## src/rtl/barrel_rotl_pipe.sv

```systemverilog
// Two-stage pipelined 16-bit rotate-left (fine 0..3 bits, then coarse 0/4/8/12 bits) with valid/ready.
// Optional macro ROTL_SHIFT_MODE_EN adds in_mode: 1 = logical shift-left with zero fill.
module barrel_rotl_pipe (
   input  logic        clk,
   input  logic        rst,
   input  logic        in_valid,
   output logic        in_ready,
   input  logic [15:0] in_data,
   input  logic [3:0]  in_amt,
`ifdef ROTL_SHIFT_MODE_EN
   input  logic        in_mode,
`endif
   output logic        out_valid,
   input  logic        out_ready,
   output logic [15:0] out_data
);

   logic        s1_valid_reg;
   logic [15:0] s1_data_reg;
   logic [1:0]  s1_amt_hi_reg;
   logic        out_valid_reg;
   logic [15:0] out_data_reg;

   logic        s1_load;
   logic        s2_load;
   logic [15:0] fine_fill;
   logic [15:0] coarse_fill;
   logic [15:0] fine_opt   [4];
   logic [15:0] coarse_opt [4];
   logic [15:0] fine_word;
   logic [15:0] coarse_word;

   // The fill word supplies the bits shifted in from the right: the word itself
   // for a rotate, zeros for a logical shift.
`ifdef ROTL_SHIFT_MODE_EN
   logic s1_mode_reg;

   assign fine_fill   = in_mode ? 16'h0000 : in_data;
   assign coarse_fill = s1_mode_reg ? 16'h0000 : s1_data_reg;

   always_ff @(posedge clk) begin
      if (rst) begin
         s1_mode_reg <= 1'b0;
      end else if (s1_load) begin
         s1_mode_reg <= in_mode;
      end
   end
`else
   assign fine_fill   = in_data;
   assign coarse_fill = s1_data_reg;
`endif

   genvar gi;
   generate
      for (gi = 0; gi < 4; gi++) begin : g_opt
         assign fine_opt[gi]   = (in_data << gi) | (fine_fill >> (16 - gi));
         assign coarse_opt[gi] = (s1_data_reg << (4 * gi)) | (coarse_fill >> (16 - 4 * gi));
      end
   endgenerate

   assign fine_word   = fine_opt[in_amt[1:0]];
   assign coarse_word = coarse_opt[s1_amt_hi_reg];

   // Back-pressure is a purely combinational chain from out_ready; no skid buffer.
   assign s2_load  = s1_valid_reg && (!out_valid_reg || out_ready);
   assign in_ready = !rst && (!s1_valid_reg || !out_valid_reg || out_ready);
   assign s1_load  = in_valid && in_ready;

   always_ff @(posedge clk) begin
      if (rst) begin
         s1_valid_reg  <= 1'b0;
         s1_data_reg   <= 16'h0000;
         s1_amt_hi_reg <= 2'b00;
      end else if (s1_load) begin
         s1_valid_reg  <= 1'b1;
         s1_data_reg   <= fine_word;
         s1_amt_hi_reg <= in_amt[3:2];
      end else if (s2_load) begin
         s1_valid_reg  <= 1'b0;
      end
   end

   always_ff @(posedge clk) begin
      if (rst) begin
         out_valid_reg <= 1'b0;
         out_data_reg  <= 16'h0000;
      end else if (s2_load) begin
         out_valid_reg <= 1'b1;
         out_data_reg  <= coarse_word;
      end else if (out_valid_reg && out_ready) begin
         out_valid_reg <= 1'b0;
      end
   end

   assign out_valid = out_valid_reg;
   assign out_data  = out_data_reg;

endmodule

```

## config.mk

```make
export PLATFORM = sky130hd
export DESIGN_NAME = barrel_rotl_pipe
export DESIGN_NICKNAME = d
export VERILOG_FILES = /design/src/rtl/barrel_rotl_pipe.sv
export SDC_FILE = /design/constraint.sdc
export NUM_CORES = 1
export LEC_CHECK = 0
export BUFFER_PORTS_ARGS = -buffer_cell sky130_fd_sc_hd__buf_2
export CAP_MARGIN = 5
export CORE_UTILIZATION = 54
export CTS_BUF_LIST = sky130_fd_sc_hd__clkbuf_16
export DETAILED_ROUTE_END_ITERATION = 6
export HOLD_SLACK_MARGIN = 0.03
export PLACE_DENSITY = 0.83
export SLEW_MARGIN = 20
export SYNTH_ARGS = -nofsm -noshare
export SYNTH_HDL_FRONTEND = slang
export SYNTH_SLANG_ARGS = --single-unit
```

## constraint.sdc

```tcl
create_clock -name clk -period 1.8 [get_ports clk]
set_clock_uncertainty 0.1 [all_clocks]
set_input_delay 0.18 -clock clk [delete_from_list [all_inputs] [get_ports clk]]
set_output_delay 0.18 -clock clk [all_outputs]
set_load 0.02 [all_outputs]
```

==> summary by stage, run 1 <==
Status
The flow ran to the end, and the final reports show no timing, DRC or antenna violations.

STA
At the pin with the least slew margin, the transition time is between 500 and 600 ps. The final count of pins violating max slew is 0. The post-route minimum period is approximately 1500 ps. The share of the clock period used by the worst path is approximately four fifths. Setup violations remaining at the end of the flow were counted as 0. Setup repair after global routing left no endpoint under its margin.

The setup TNS is 0 ps. The worst slew slack as a fraction of its limit is between 60% and 70%. The count of endpoints failing hold in the final timing report is 0. Static timing analysis puts the maximum clock frequency at slightly below 700 MHz.

Synthesis
In the synthesized netlist, the number of instances is between 150 and 200. By area the synthesized netlist is led by dfxtp_1 (38%), mux2i_1 (25%), a22o_1 (8.2%), mux4_2 (7.0%), a22o_2 (5.2%). The area share of the largest cell type after synthesis is a little under two fifths. The compound-cell area share of the yosys netlist is between 10% and 20%. Among all cell types in the netlist, the one instantiated most often is mux2i_1. After synthesis, the mean cell area works out to ~12 um2. By count the netlist is led by mux2i_1 (48), dfxtp_1 (36), a22o_1 (18), a22o_2 (10), mux4_2 (6). The largest family of logic cells by synthesized area is multiplexers. In this run, synthesis produced a sequential element count of 36.

Counting flops with a built-in enable in the synthesized netlist gives 0. Sequential elements use 37.6% of the synthesized area. The number of distinct standard cells referenced by the synthesized netlist is 22. The primary flip-flop cell chosen by synthesis mapping is dfxtp_1. The basic-gate share of the synthesized area counting and, or, nand and nor cells is between 7 and 8%. Counting flops with an async set or reset pin after synthesis yields a share of 0%.

The cell area that synthesis handed to floorplanning was roughly 1900 um2. The share of synthesized cell area in full adder, half adder and majority cells is 0%. For this run, the number of Yosys warnings is 0. The library cell occupying the most area in the post-synthesis netlist is dfxtp_1. The synthesized-area fraction occupied by xor and xnor cells is 0%.

When the netlist entered floorplanning its net count stood at between 150 and 200. The fraction of synthesized area in multiplexers is ~33%.

Power and ir drop
The overall power is between 2 and 2.5 mW. The cell leakage power is roughly 1.0 nW. In this run, the clock network consumes 39.4% of the power. The switching portion of total power is approximately 25%.

The power per unit of standard cell area is 892 nW/um2. Cell internal power was estimated by the tool at between 1.5 and 2 mW. Summed over all nets, the switching power comes to between 500 and 600 uW. In this run, flip-flops and latches consume about 44% of the power. The worst ir drop on vdd is between 500 and 600 uV. The share of total power in combinational logic is between 15 and 20%.

Critical path
Traced cell by cell, the critical path runs through buf_4 > mux2i_1 > mux2i_1 > a22o_1. The cell at the slowest stage of the critical path is dfxtp_1. The critical path class is register to register. The data required time at the worst endpoint is about 1900 ps.

For the worst flop-to-flop path, the logic depth is 4. STA classifies the critical path endpoint as a register. Of all nets on the critical path, the largest fanout is 16.

The largest single stage delay on the critical path is ~330 ps. The kind of start point of the critical path is a register. The reg-to-reg startpoint is s1_amt_hi_reg[0]. The terminus of the critical flop-to-flop path is out_data[10]. The arrival time of the worst setup path is 1520 ps.

The cell type with the highest occurrence count on the critical path is mux2i_1. The buffers plus inverters on the worst setup path is 1. The internal reg-to-reg setup slack is 340 ps. Among cell families on the critical path, the largest total delay comes from multiplexers.

Floorplan
The die area is about 3800 um2. Once the floorplan was initialized, standard cells occupied between 50% and 60% of the core. The core area is approximately 3400 um2. In this run the horizontal extent of the chip is ~62 um.

The number of cell rows is 21. The number of I/O pins is 42. Measured along the y axis, the die boundary spans around 60 um.

Clocking
After clock tree synthesis, the clock-pin slew on the worst setup and hold paths is roughly 50 ps. In this run the number of H-tree levels came out at 2. TritonCTS built the clock tree. The worst-skew pair later-pin latency is 280 ps. The sink count of the clock tree is 36. The buffer count from post-CTS setup fixing is 0.

Clock tree synthesis inserted a total of 5 buffers. In this run the deepest clock path goes through 2 buffers. In this run the clock root is driven by a clkbuf_16.

Min path
The worst hold path was traced through 2 stages. The source of the worst hold timing path is in_amt[2]. The class of the worst hold path is input pin to register.

The end of the worst hold path is s1_amt_hi_reg[0].

Route
The total iterations of the first detailed-routing run is 5. Summing over every cut layer, the via total after detailed routing is 1472. The detailed-route wire length per cell is 15.5 um.

After detailed routing, the total wire length is 3880 um. After detailed routing, the number of vias per cell comes to a little under 6. In the routed design, unresolved DRC markers number 0. The count of nets left with antenna violations once routing finished came out at 0. After the first detailed-routing iteration, the DRC count stood at 29.

Global routing
For this run the aggregate overflow at the end of global routing stands at 0. The first-pass GRT wire length is 6170 um. The all-layer global routing usage is ~23%. The via count of the first global-routing pass is 1353. The pin count of the biggest net entering global routing is 21.

The initial antenna violation count is 0.

Placement
The post-DP HPWL is around 3000 um. The quantity of I/O buffers inserted on ports is roughly 40. The routability-driven placement congestion ratio is a little over 0.8.

Cells and area
The relative area change from synthesis to final layout is 18.6%. Cells with a size suffix above 1 make up a little under two fifths of the layout. The number of inserted filler cells in the final layout is 270. The number of antenna diodes in the final layout is 0. In the final design database the tool counted between 200 and 250 nets.

Job
The number of max-capacitance violations reported is 0.
-- worst reg2reg max path: cells and delay by family (launching register included) --
family                 cells  cell delay (ps)
AOI/OAI and AO/OA          1              220
DFF                        1              330
buffers and inverters      1              280
muxes                      2              430
-- through the flow --
step	instances	instance area [um2]	setup WS [ps]	hold WS [ps]	util, %
2_1_floorplan	162	1920	282	201	-
3_3_place_gp	242	2130	243	309	63.3
3_5_place_dp	242	2130	184	316	63.3
4_1_cts	250	2270	335	38.2	67.6
5_1_grt	250	2270	258	57.9	67.6
6_report	250	2270	343	48.4	67.6
-- routing by layer --
layer  track usage (%)  vias up  share of wire (%)
met2              39.5       37                 51
met5                 0        -                  0
met3              7.14        9                4.2
met1              26.3      715                 43
met4              11.1        0                2.2
li1                  -      711                  -
-- kinds of logic (layout without fill, tap and decap cells) --
family,count (synthesis),after routing
and+or+nand+nor,21,21
muxes,56,56
DFF,36,36
buffers and inverters,13,55
AOI/OAI and AO/OA,36,36
-- cells in the final DEF (no fill, tap or decap) --
| cell | netlist | final |
|---|---|---|
| a211o_1 | 2 | 2 |
| inv_1 | 0 | 1 |
| nor2b_1 | 4 | 4 |
| buf_2 | 4 | 41 |
| and3b_4 | 1 | 1 |
| a22o_1 | 18 | 18 |
| a21oi_1 | 2 | 2 |
| nor3b_2 | 1 | 1 |
| clkinv_2 | 0 | 1 |
| mux2i_1 | 48 | 48 |
| nand3b_1 | 1 | 1 |
| nand2b_1 | 3 | 3 |
| nor2_1 | 5 | 5 |
| and2b_2 | 1 | 1 |
| a32o_1 | 4 | 4 |
| dlygate4sd3_1 | 0 | 1 |
| mux4_2 | 6 | 6 |
| buf_4 | 3 | 6 |
| a22o_2 | 10 | 10 |
| mux2_2 | 2 | 2 |
| clkbuf_16 | 0 | 5 |
| nand2_1 | 4 | 4 |
| dfxtp_1 | 36 | 36 |
| nor3b_4 | 1 | 1 |
-- repair_timing --
| action | CTS | global route |
|---|---|---|
| hold buffers | 1 | 0 |
| resized for setup | 0 | 0 |
| hold endpoints to repair | 1 | 0 |
-- power groups by stage --
stage / sequential [mW] / clock [mW] / combinational [mW]
2_1_floorplan: 0.903 / 0 / 0.249
3_3_place_gp: 0.895 / 0 / 0.329
3_5_place_dp: 0.899 / 0 / 0.343
4_1_cts: 0.883 / 0.816 / 0.347
5_1_grt: 0.888 / 0.853 / 0.378
6_report: 0.883 / 0.799 / 0.346
-- final cells by class --
type / count / area [um2] / area share [%]
clock buffers: 5 / 125 / 5.50
flip-flops and latches: 36 / 721 / 31.7
clock inverters: 2 / 8.76 / 0.385
multi-input cells: 113 / 1100 / 48.4
well taps: 46 / 57.6 / 2.53
repair buffers: 48 / 260 / 11.4
-- how the worst max path moves through the flow --
| stage | cells past startpoint | slack (ps) | from | end |
|---|---|---|---|---|
| floorplan | 3 | 280 | out_valid | s1_amt_hi_reg[0] |
| global placement | 3 | 240 | in_amt[0] | coarse_fill[8] |
| detailed placement | 3 | 180 | in_amt[0] | coarse_fill[6] |
| CTS | 4 | 340 | s1_amt_hi_reg[0] | out_data[5] |
| global route | 4 | 260 | s1_amt_hi_reg[0] | out_data[10] |
| finish | 4 | 340 | s1_amt_hi_reg[0] | out_data[10] |
(Power assumes the default switching activity.)
==> run 2: changes to the inputs <==
--- a/config.mk
+++ b/config.mk
@@ -7,11 +7,11 @@
 export LEC_CHECK = 0
 export BUFFER_PORTS_ARGS = -buffer_cell sky130_fd_sc_hd__buf_2
 export CAP_MARGIN = 5
-export CORE_UTILIZATION = 54
+export CORE_UTILIZATION = 48
 export CTS_BUF_LIST = sky130_fd_sc_hd__clkbuf_16
 export DETAILED_ROUTE_END_ITERATION = 6
 export HOLD_SLACK_MARGIN = 0.03
-export PLACE_DENSITY = 0.83
+export PLACE_DENSITY = 0.79
 export SLEW_MARGIN = 20
 export SYNTH_ARGS = -nofsm -noshare
 export SYNTH_HDL_FRONTEND = slang
==> constraint.sdc (replaced) <==
create_clock -name clk -period 1.2 [get_ports clk]
set_clock_uncertainty 0.1 [all_clocks]
set_input_delay 0.12 -clock clk [delete_from_list [all_inputs] [get_ports clk]]
set_output_delay 0.12 -clock clk [all_outputs]
set_load 0.02 [all_outputs]
==> summary by stage, run 2 (same netlist as run 1, synthesis figures left out) <==
Clocking
CTS saw 36 sinks. The cell chosen for the clock root is clkbuf_16. The total CTS buffers is 5. The clock passes through at most 2 buffers. The worst-skew pair later-pin latency is roughly 280 ps. The TritonCTS clock tree is yes. The clock slew at the register clock pins of the worst setup and hold paths is ~50 ps. The level count of the clock H-tree is 2.

Cells and area
The register cell area after layout is 727 um2. Leaving out fill and tap cells, the most frequent cell in the layout is buf_2. The top cell types in the final layout, fill and taps aside, are buf_2 (40), mux2i_1 (34), dfxtp_1 (33), a22o_1 (18), mux2i_2 (12). Once layout is complete, the cells apart from fillers number between 200 and 300. The layout net count is between 200 and 250. The relative area change from synthesis to final layout is 34.3%. In the final layout, the multi-input gates occupy 1210 um2. The number of inserted filler cells in the final layout is approximately 290.

The finished cells cover about 2600 um2. The repair_antennas step left the layout with diodes totalling 0. The post-route netlist has 47.4% of its cells at a drive strength greater than 1.

Global routing
Global routing used around 5.2% of the available met3 tracks. The via count of the first global-routing pass is about 1400. The initial antenna violation count is 0. The first global-routing pass estimated 6770 um of wire.

The pin count of the biggest net entering global routing is 17. The global routing met2 resource utilization is 36.5%. For met1 alone, demand over resource in global routing was between 20% and 30%.

After global routing, the most crowded layer is met2. For this run the aggregate overflow at the end of global routing stands at 0. The all-layer global routing usage is between 20% and 30%.

Route
After detailed routing, the average wire length per cell comes to around 17 um. The wire length reported by the detailed router is 4410 um. For this run, the detailed router's first-pass iteration total came to 4. The routed layout has between 1500 and 2000 vias. In the routed layout, each cell is associated on average with a via count of between 5 and 6.

For this run, design rule violations remaining after detail routing come to 0. The remaining number of nets flagged by the antenna check after routing is 0. The first routing iteration left 47 violations.

Critical path
The worst setup path is launched from a register. The critical path class is register to register. At the worst endpoint, the required time is 1270 ps.

In this run the worst path has a maximum fanout of 9. Data arrives at the worst endpoint at 1450 ps. The critical path capture point type is a register.

Min path
The worst hold path belongs to the class input pin to register.

Floorplan
The effective utilization at floorplan is about half. The chip width is between 60 and 70 um. The floorplan step defined a core boundary enclosing ~3700 um2. The number of I/O pins is 42. From bottom edge to top edge, the die measures between 60 and 70 um. In this run the core area contains 22 standard-cell rows.

The die area is around 4300 um2.

STA
The final setup violation count is 35. Dividing the final minimum period by the clock period gives 115%. After routing, the total negative slack on setup checks comes to -4920 ps. Setup slack on the critical path of the routed design comes to -185 ps. Setup repair after global routing could not meet its margin everywhere. The count of endpoints failing hold in the final timing report is 0. The final worst hold slack is around 120 ps. The maximum clock frequency is 722 MHz.

For the finished layout, the period the worst path requires is between 1000 and 1500 ps. The final count of pins violating max slew is 0. The worst slew slack as a fraction of its limit is between 70% and 80%. For the pin with the worst max-slew slack, the measured transition is approximately 420 ps.

Status
The checks that failed: negative setup slack. The flow ran to the end, but the final reports show violations.

Job
The number of max-capacitance violations reported is 0.

Power and ir drop
The power per unit of standard cell area is 1240 nW/um2. Across the VDD grid, the largest voltage drop is 584 uV. In this run the static leakage power is between 1 and 1.5 nW.

Placement
In this run the cell area measured after placement is around 2200 um2. The routability-driven placement congestion ratio is 0.775. The count of placed standard cells including taps is about 250. The quantity of I/O buffers inserted on ports is about 40. Summed over all nets, the half-perimeter wirelength after detailed placement is roughly 3000 um.
==> run 2: changes by cell type in the layout (fill, tap and decap cells not counted), moves of 2 or more <==
cell           change
a21oi_1            -2
a21oi_4            +2
buf_12             +4
buf_4              -2
buf_6              +6
dfxtp_1            -3
dfxtp_2            +2
dlygate4sd3_1      +2
mux2_2             -2
mux2_4             +2
mux2i_1           -14
mux2i_2           +12
mux2i_4            +2
==> run 2: power by group <==
part / switching (mW) / internal [mW] / leakage [nW]
clock: 0.453 / 0.745 / 0.0738
combinational: 0.301 / 0.352 / 0.730
sequential: 0.0758 / 1.27 / 0.296
total: 0.829 / 2.37 / 1.10
==> run 2: timing repair <==
action                     4_1_cts  5_1_grt
setup endpoints to repair       35       35
pin swaps                        2        1
hold buffers                     3        0
hold endpoints to repair         3        0
resized for setup               25        7
gates cloned                     2        0
setup buffers                    2        0
==> run 2: per-layer routing <==
layer	routed length [um]	share of wire [%]	up-vias
li1	-	-	729
met1	1880	43	716
met2	2170	49	53
met3	249	5.7	11
met4	105	2.4	0
met5	0	0	-
==> run 2: final timing paths <==
check,slack [ps],from,endpoint,cells after the start
setup / recovery,-190,s1_amt_hi_reg[0],out_data[6],4
hold / removal,120,rst,s1_valid_reg,2
setup reg to reg,-190,s1_amt_hi_reg[0],out_data[6],4
hold reg to reg,370,out_data[9],out_data[9],1
==> run 2: per-stage QoR <==
step	util (%)	total power, mW	setup WS [ps]
2_1_floorplan	-	1.75	-271
3_3_place_gp	59.7	1.88	-173
5_1_grt	68.8	3.31	-220
6_report	68.8	3.19	-185
3_5_place_dp	59.7	1.90	-262
4_1_cts	67.8	3.16	-146
==> run 2: critical path, stage by stage, from the launching register on <==
cell,delay (ps)
dfxtp_4,380
buf_12,160
mux2i_2,260
mux2i_1,120
a22o_2,240
==> run 2: area by class of cell <==
class	count	share of cell area [%]
clock buffer	5	4.86
tap	48	2.33
clock inverter	3	0.438
sequential	36	28.2
timing repair buffer	58	16.9
multi-input combinational	113	47.2
